--- src/rtl/cc_digit_scanner.sv ---
// Common-cathode digit scanner: time-multiplexes a frame-buffered word across NUM_DIGITS
// digits with a prescaled dwell and an all-off gap between digits to avoid ghosting.
module cc_digit_scanner #(
    parameter int DATAWIDTH_DECODER_SELECTION = 2,
    parameter int DATAWIDTH_DIGIT             = 4,
    parameter int NUM_DIGITS                  = 2,
    parameter int PRESCALER_MAX               = 49999,
    parameter int DWELL_TICKS                 = 4
) (
    input  logic                                    CC_DIGIT_SCANNER_CLOCK_50,
    input  logic                                    CC_DIGIT_SCANNER_RESET_InHigh,
    input  logic                                    CC_DIGIT_SCANNER_enable_InHigh,
    input  logic                                    CC_DIGIT_SCANNER_blank_InHigh,
    input  logic                                    CC_DIGIT_SCANNER_load_InHigh,
    input  logic [NUM_DIGITS*DATAWIDTH_DIGIT-1:0]   CC_DIGIT_SCANNER_data_InBUS,
    output logic [DATAWIDTH_DECODER_SELECTION-1:0]  CC_DIGIT_SCANNER_selection_OutBUS,
    output logic [DATAWIDTH_DIGIT-1:0]              CC_DIGIT_SCANNER_digit_OutBUS,
    output logic                                    CC_DIGIT_SCANNER_tick_OutHigh,
    output logic                                    CC_DIGIT_SCANNER_frame_OutHigh
);

    localparam int SW = DATAWIDTH_DECODER_SELECTION;
    localparam int BW = NUM_DIGITS * DATAWIDTH_DIGIT;
    localparam int PW = $clog2(PRESCALER_MAX + 2);
    localparam int DW = $clog2(DWELL_TICKS + 1);

    localparam logic [SW-1:0] SEL_OFF    = '1;
    localparam logic [SW-1:0] INDEX_LAST = SW'(NUM_DIGITS - 1);
    localparam logic [PW-1:0] PRE_LAST   = PW'(PRESCALER_MAX);
    localparam logic [DW-1:0] DWELL_LAST = DW'(DWELL_TICKS - 1);

    typedef enum logic [1:0] {IDLE, SHOW, GAP} state_t;

    state_t          state;
    logic [PW-1:0]   prescaler;
    logic [DW-1:0]   dwell;
    logic [SW-1:0]   index;
    logic [BW-1:0]   shadow;
    logic            load_pending;

    logic            enable;
    logic            wrap;
    logic            frame_event;
    logic            capture;
    logic [SW-1:0]   index_next;
    logic [BW-1:0]   shadow_next;

    function automatic logic [DATAWIDTH_DIGIT-1:0] nibble_at(input logic [BW-1:0] word,
                                                             input logic [SW-1:0] idx);
        return word[DATAWIDTH_DIGIT*idx +: DATAWIDTH_DIGIT];
    endfunction

    assign enable      = CC_DIGIT_SCANNER_enable_InHigh;
    assign wrap        = enable && (state != IDLE) && (prescaler == PRE_LAST);
    assign frame_event = wrap && (state == GAP) && (index == INDEX_LAST);
    assign index_next  = (index == INDEX_LAST) ? '0 : index + 1'b1;

    // The shadow only changes between frames, or immediately while the scanner is idle.
    assign capture     = enable ? (frame_event && (load_pending || CC_DIGIT_SCANNER_load_InHigh))
                                : CC_DIGIT_SCANNER_load_InHigh;
    assign shadow_next = capture ? CC_DIGIT_SCANNER_data_InBUS : shadow;

    always_ff @(posedge CC_DIGIT_SCANNER_CLOCK_50 or posedge CC_DIGIT_SCANNER_RESET_InHigh) begin
        if (CC_DIGIT_SCANNER_RESET_InHigh) begin
            state                             <= IDLE;
            prescaler                         <= '0;
            dwell                             <= '0;
            index                             <= '0;
            shadow                            <= '0;
            load_pending                      <= 1'b0;
            CC_DIGIT_SCANNER_selection_OutBUS <= SEL_OFF;
            CC_DIGIT_SCANNER_digit_OutBUS     <= '0;
            CC_DIGIT_SCANNER_tick_OutHigh     <= 1'b0;
            CC_DIGIT_SCANNER_frame_OutHigh    <= 1'b0;
        end else begin
            CC_DIGIT_SCANNER_tick_OutHigh  <= wrap;
            CC_DIGIT_SCANNER_frame_OutHigh <= frame_event;
            shadow                         <= shadow_next;
            if (capture)
                load_pending <= 1'b0;
            else if (CC_DIGIT_SCANNER_load_InHigh)
                load_pending <= 1'b1;

            if (!enable) begin
                state                             <= IDLE;
                prescaler                         <= '0;
                dwell                             <= '0;
                index                             <= '0;
                CC_DIGIT_SCANNER_selection_OutBUS <= SEL_OFF;
                CC_DIGIT_SCANNER_digit_OutBUS     <= '0;
            end else begin
                prescaler                         <= wrap ? '0 : prescaler + 1'b1;
                CC_DIGIT_SCANNER_selection_OutBUS <= index;
                CC_DIGIT_SCANNER_digit_OutBUS     <= nibble_at(shadow_next, index);
                case (state)
                    // The prescaler is held at zero so the first digit gets a full dwell.
                    IDLE: begin
                        state                             <= SHOW;
                        prescaler                         <= '0;
                        dwell                             <= '0;
                        index                             <= '0;
                        CC_DIGIT_SCANNER_selection_OutBUS <= '0;
                        CC_DIGIT_SCANNER_digit_OutBUS     <= nibble_at(shadow_next, '0);
                    end
                    SHOW: begin
                        if (wrap) begin
                            if (dwell == DWELL_LAST) begin
                                state                             <= GAP;
                                dwell                             <= '0;
                                CC_DIGIT_SCANNER_selection_OutBUS <= SEL_OFF;
                                CC_DIGIT_SCANNER_digit_OutBUS     <= '0;
                            end else begin
                                dwell <= dwell + 1'b1;
                            end
                        end
                    end
                    GAP: begin
                        if (wrap) begin
                            state                             <= SHOW;
                            index                             <= index_next;
                            CC_DIGIT_SCANNER_selection_OutBUS <= index_next;
                            CC_DIGIT_SCANNER_digit_OutBUS     <= nibble_at(shadow_next, index_next);
                        end else begin
                            CC_DIGIT_SCANNER_selection_OutBUS <= SEL_OFF;
                            CC_DIGIT_SCANNER_digit_OutBUS     <= '0;
                        end
                    end
                    default: begin
                        state                             <= IDLE;
                        CC_DIGIT_SCANNER_selection_OutBUS <= SEL_OFF;
                        CC_DIGIT_SCANNER_digit_OutBUS     <= '0;
                    end
                endcase
            end

            if (CC_DIGIT_SCANNER_blank_InHigh) begin
                CC_DIGIT_SCANNER_selection_OutBUS <= SEL_OFF;
                CC_DIGIT_SCANNER_digit_OutBUS     <= '0;
            end
        end
    end

endmodule
--- config.mk ---
export PLATFORM = sky130hd
export DESIGN_NAME = cc_digit_scanner
export DESIGN_NICKNAME = d
export VERILOG_FILES = /design/src/rtl/cc_digit_scanner.sv
export SDC_FILE = /design/constraint.sdc
export NUM_CORES = 1
export LEC_CHECK = 0
export CORE_ASPECT_RATIO = 2
export CORE_MARGIN = 3
export CORE_UTILIZATION = 45
export CTS_CLUSTER_DIAMETER = 200
export CTS_CLUSTER_SIZE = 25
export DETAILED_ROUTE_END_ITERATION = 10
export PLACE_DENSITY = 0.68
export SLEW_MARGIN = 10
export SYNTH_ARGS = -nofsm -noshare
export SYNTH_HDL_FRONTEND = slang
export SYNTH_SLANG_ARGS = --single-unit
export TNS_END_PERCENT = 10
--- constraint.sdc ---
create_clock -name CC_DIGIT_SCANNER_CLOCK_50 -period 1.85 [get_ports CC_DIGIT_SCANNER_CLOCK_50]
set_clock_uncertainty 0.1 [all_clocks]
set_input_delay 0.185 -clock CC_DIGIT_SCANNER_CLOCK_50 [delete_from_list [all_inputs] [get_ports CC_DIGIT_SCANNER_CLOCK_50]]
set_output_delay 0.185 -clock CC_DIGIT_SCANNER_CLOCK_50 [all_outputs]
set_load 0.01 [all_outputs]
## Word level (Yosys, flattened, before mapping)

Cells that the tools add are included.
W data, S select, Z words.

- Reduce and logical (&&, ||, !) cells: 12
- Add/sub/neg operators: 3
- Multiplexer cells: 32
- Shift-type cells: 2
- Equal/unequal tests: 10

Operator list:

| operator | count |
|---|---|
| $mux W16 | 3 |
| $mux W2 | 12 |
| $mux W4 | 5 |
| $add A16 B1 Y16 const B | 1 |
| $eq A16 B16 Y1 const B | 1 |
| $shiftx A8 B5 Y4 | 2 |
| $pmux W2 S3 | 2 |
| $pmux W4 S3 | 1 |
| $mux W3 | 3 |
| $ne A3 B3 Y1 const B | 3 |
| $mux W8 | 1 |
| $ne A3 B1 Y1 const B | 2 |
| $pmux W3 S2 | 1 |
| $logic_and A1 B1 Y1 | 5 |
| $eq A2 B1 Y1 const B | 2 |
| $pmux W2 S2 | 1 |
| $reduce_and A2 Y1 | 2 |
| $reduce_bool A2 Y1 | 2 |
| $add A3 B1 Y3 const B | 1 |
| $eq A3 B2 Y1 const B | 1 |
| $mux W1 | 3 |
| $reduce_and A3 Y1 | 1 |
| $add A2 B1 Y2 const B | 1 |
| $eq A2 B2 Y1 const B | 1 |
| other kinds (2) | 2 |

- Word-level logic and storage cells: 69
- Output and inout bits: 8
- Input bits: 13
- Register bits after elaboration: 40

## Depth between registers and ports, before layout

- Word-level depth: 14
- Mapped depth: 8
- Gate-level depth less buffers: 6

## Worst setup path after synthesis

Ideal clock, no wire load.

- Path kind: flip-flop to flip-flop
- Start: register prescaler[0]
- End: register CC_DIGIT_SCANNER_digit_OutBUS[2]
- Clock period less this slack: 2.024 ns
- Setup time: 0.084 ns
- Data arrival time: 1.840 ns
- Path buffers: 2
- Slack: -0.174 ns
- Required time: 1.666 ns
- Stages on the path, launching flop included: 9
- Path through: dfrtp_1 ha_1 and3_1 clkbuf_1 and4_1 buf_2 a2111oi_2 o31ai_1 o22ai_1

- Longest elaborated chain between the ends: 13
- Elaborated cells between the ends (all ways): 15
- Those cells by class: eq/ne: 1; shift: 2; mux: 8; reduce/logical: 4

Ends and longest elaborated chain:

| element | line | text |
|---|---|---|
| start: declaration | 35 | `logic [PW-1:0] prescaler;` |
| start signal: assignment | 92 | `prescaler <= wrap ? '0 : prescaler + 1'b1;` |
| $eq A16 B16 Y1 (*) | 54 | `assign wrap = enable && (state != IDLE) && (prescaler == PRE_LAST);` |
| $logic_and A1 B1 Y1 (*) | 54 |  |
| $logic_and A1 B1 Y1 (2 in series) | 55 | `assign frame_event = wrap && (state == GAP) && (index == INDEX_LAST);` |
| $logic_and A1 B1 Y1 | 59 | `assign capture = enable ? (frame_event && (load_pending \|\| CC_DIGIT_SCANNER_load_InHigh))` |
| $mux W1 | 59 |  |
| $mux W8 | 61 | `assign shadow_next = capture ? CC_DIGIT_SCANNER_data_InBUS : shadow;` |
| $shiftx A8 B5 Y4 | 50 | `return word[DATAWIDTH_DIGIT*idx +: DATAWIDTH_DIGIT];` |
| $mux W4 | 107 | `if (dwell == DWELL_LAST) begin` |
| $mux W4 | 106 | `if (wrap) begin` |
| $pmux W4 S3 (*) | 95 | `case (state)` |
| $mux W4 (*) | 84 | `if (!enable) begin` |
| $mux W4 (*) | 136 | `if (CC_DIGIT_SCANNER_blank_InHigh) begin` |
| end signal: assignment | 94 | `CC_DIGIT_SCANNER_digit_OutBUS <= nibble_at(shadow_next, index);` |
| end signal: assignment | 103 | `CC_DIGIT_SCANNER_digit_OutBUS <= nibble_at(shadow_next, '0);` |
| end signal: assignment | 122 | `CC_DIGIT_SCANNER_digit_OutBUS <= nibble_at(shadow_next, index_next);` |
| end: declaration | 17 | `output logic [DATAWIDTH_DIGIT-1:0] CC_DIGIT_SCANNER_digit_OutBUS,` |

Mark *: on every way between the ends. The rest lies on a longest branch, timed or not.
A chain may end at the register's enable or synchronous reset.

## Final worst setup path

- Start: register state[0]
- End: register CC_DIGIT_SCANNER_digit_OutBUS[3]

- Longest elaborated chain between the ends: 14
- Elaborated cells between the ends (all ways): 19
- Those cells by class: eq/ne: 2; shift: 2; mux: 8; reduce/logical: 7

Ends and longest elaborated chain:

| element | line | text |
|---|---|---|
| start: declaration | 34 | `state_t state;` |
| start signal: assignment | 65 | `state <= IDLE;` |
| start signal: assignment | 85 | `state <= IDLE;` |
| start signal: assignment | 98 | `state <= SHOW;` |
| $reduce_bool A2 Y1 | 54 |  |
| $logic_and A1 B1 Y1 (2 in series) | 54 |  |
| $logic_and A1 B1 Y1 (2 in series) | 55 |  |
| $logic_and A1 B1 Y1 | 59 |  |
| $mux W1 | 59 |  |
| $mux W8 | 61 |  |
| $shiftx A8 B5 Y4 | 50 |  |
| $mux W4 | 107 |  |
| $mux W4 | 106 |  |
| $pmux W4 S3 (*) | 95 |  |
| $mux W4 (*) | 84 |  |
| $mux W4 (*) | 136 |  |

Marks and branches as above.

==> results.json <==
{
  "busiest_layer": "met2",
  "cts.sinks": 40,
  "slew_viol_final": 0,
  "yosys.cell_types.count": 41,
  "cts_root_buf": "clkbuf_8",
  "core-area_um2": 4640,
  "critical_path_arrival_ns": 2.13,
  "antenna_cells": 0,
  "clockBufferDepth": 2,
  "synth-seq-cells": 40,
  "port_buffers": 20,
  "die_area_um2": 5750,
  "relSlewSlack_pct": 75.9,
  "numCtsBuffers": 5,
  "finalCritPeriodShare_pct": 109,
  "grt_use_met3_pct": 3.16,
  "synth_seq_area_share_pct": 46.2,
  "maxCapViolCount": 0,
  "violations": "setup timing",
  "final-setup-viol-count": 20,
  "cp_cell_sequence": "and4bb_1, nand2_1, or3_4, o211a_1, o22ai_1",
  "ys.flop_type": "dfrtp_1",
  "synth_area_leaders": "dfrtp_1 (44%), mux2i_1 (6.0%), nor2_1 (5.2%)",
  "synthTopCellsByCount": "dfrtp_1 (38), nor2_1 (30), inv_1 (13), mux2i_1 (13)",
  "grt_pass1_vias": 2051,
  "use_met1_pct": 22.8,
  "ctsHoldBuffers": 0,
  "met2_usage_pct": 40.7,
  "cp_slowest_stage_delay_ns": 0.48,
  "antenna_found_initial": 0,
  "cts_tree": "built",
  "tightestPinTransition_ns": 0.359,
  "drive_above_1_share_pct": 28.0,
  "p_leak_nw": 1.38,
  "ir_drop_mv": 0.609,
  "multi_input_area_um2": 1160,
  "critPathLaunchType": "register",
  "drtIter0Drc": 35,
  "crit_type": "reg2reg",
  "reg2reg_slack_ns": -0.18,
  "vias_per_cell": 5.66,
  "fmax_ghz": 0.494,
  "async_flop_share_pct": 100,
  "avgSynthCellArea_um2": 9.62,
  "netlist_instances": 226,
  "post-synth-top-count-cell": "dfrtp_1",
  "area_growth_pct": 38.1,
  "end_kind": "register",
  "ant_nets": 0,
  "status": "finished, violations left",
  "grt_start_max_net_pins": 41,
  "layout_setup_ws_ns": -0.175,
  "syn-num-nets": 241,
  "post-route-min-period_ns": 2.03,
  "dieHeight_um": 104,
  "hpwl_um": 4480,
  "p_total_mw": 1.80,
  "synth_edf_count": 0,
  "grt.total_usage_pct": 22.7,
  "place_congestion": 0.933,
  "power_density_nw_per_um2": 601,
  "clk-insertion-delay-late_ns": 0.29,
  "register_area_um2": 1010,
  "clk_pin_slew_ns": 0.08,
  "wl_um": 5900,
  "finalHoldViolCount": 0,
  "crit_slowest_cell": "dfrtp_1",
  "finalNonFillerCells": 351,
  "cp_top_family": "simple AND/OR/NAND/NOR gates",
  "drc": 0,
  "cp_max_fo": 8,
  "final_net_count": 310,
  "yosysWarnings": 0,
  "ios": 21,
  "cp.buffers_inverters": 0,
  "h-tree-depth": 2,
  "hold_class": "in2async",
  "dpl.cell_count": 342,
  "grt_pass1_wl_um": 9610,
  "die_x_um": 55.1,
  "nFillCells": 421,
  "synthesis.area_um2": 2170,
  "first_pass_iters": 4,
  "yosysTopAreaCell": "dfrtp_1",
  "grt-ovfl-total": 0,
  "start_util_pct": 46.8,
  "dr_total_vias": 1987,
  "routedWlPerCell_um": 16.8,
  "rsz0062_at_grt": "true",
  "yosysTopAreaCellShare_pct": 43.8,
  "fp-row-count": 35,
  "required_ns": 1.96
}
[repair_timing]
item                       4_1_cts  5_1_grt
pin swaps                        2        6
buffers inserted                 1        0
setup endpoints to repair       22       34
resized for setup                6       19
[registers in the layout, summed over array words and instances (netlist names), 2 cells and up]
register and flops:
CC_DIGIT_SCANNER_selection_OutBUS 2, dwell 3, CC_DIGIT_SCANNER_digit_OutBUS 4, shadow 8, prescaler 16, index 2
state 2
[report_power, final]
| group | switching (mW) | internal [mW] | leakage (nW) | total [mW] |
|---|---|---|---|---|
| sequential | 0.0333 | 0.921 | 0.522 | 0.954 |
| combinational | 0.141 | 0.147 | 0.816 | 0.289 |
| clock | 0.295 | 0.265 | 0.0422 | 0.560 |
| total | 0.470 | 1.33 | 1.38 | 1.80 |
[path summary, 6_finish.rpt]
check	startpoint	to	cells past startpoint
worst max-delay path	state[0]	CC_DIGIT_SCANNER_digit_OutBUS[3]	5
worst min-delay path	CC_DIGIT_SCANNER_RESET_InHigh	prescaler[4]	3
worst max register to register	state[0]	CC_DIGIT_SCANNER_digit_OutBUS[3]	5
worst min register to register	prescaler[0]	prescaler[0]	2
max in group asynchronous	CC_DIGIT_SCANNER_RESET_InHigh	CC_DIGIT_SCANNER_selection_OutBUS[0]	3
min in group CC_DIGIT_SCANNER_CLOCK_50	prescaler[0]	prescaler[0]	2
[stage by stage]
stage                     setup TNS (ns)  hold WS, ns  area (um^2)  setup WS (ns)  utilization, %
after global placement             -2.88        0.411         2820         -0.265            60.7
after CTS                          -1.04        0.162         2930         -0.148            63.0
after global routing               -4.09        0.173         3000         -0.273            64.7
final                              -1.81        0.144         3000         -0.175            64.7
after floorplan                  -0.0752        0.243         2210        -0.0232               -
after detailed placement           -3.45        0.423         2820         -0.299            60.7
[cell type report]
cell class | count | area share [%]
clock inverter | 1 | 0.167
inverter | 14 | 1.75
clock buffer | 7 | 2.54
multi-input combinational | 160 | 38.5
tap | 55 | 2.29
timing repair buffer | 74 | 21.2
sequential | 40 | 33.5
[logic make-up after synthesis]
group | synth area share, %
adder cells (fa/ha/maj) | 1.15
flip-flops | 46.2
AO/OA/AOI/OAI | 15.5
buffers and inverters | 4.95
multiplexers | 5.99
AND/OR/NAND/NOR | 20.6
XOR/XNOR | 5.64
[routing by layer]
metal  part of all wire [%]  vias to the layer above
li1                       -                      951
met1                     34                      973
met2                     59                       41
met3                    2.3                       22
met4                    5.1                        0
met5                      0                        -
[worst reg2reg max path, delay by kind of cell, from the launching register on]
family	cells	cell delay, ns
flip-flops	1	0.48
AO/OA/AOI/OAI	2	0.45
AND/OR/NAND/NOR	3	0.91
[placed cells by master, fill, tap and decap left out, types with 3 or more instances in the layout]
master,count
buf_4,49
dfrtp_1,36
nor2_1,29
clkdlybuf4s50_1,20
mux2i_1,13
inv_1,12
a21oi_1,10
nand2_1,9
nand3_1,9
xnor2_1,8
o22ai_1,7
xor2_1,6
o211ai_1,5
clkbuf_8,5
a32oi_1,4
o211a_1,4
and3_1,4
o21ai_0,4
o21ai_1,3
and4bb_1,3
nand4_1,3
nor3_2,3
nand3b_1,3
a31oi_1,3
buf_6,3
Note: power is estimated with default switching activity, not from simulation.
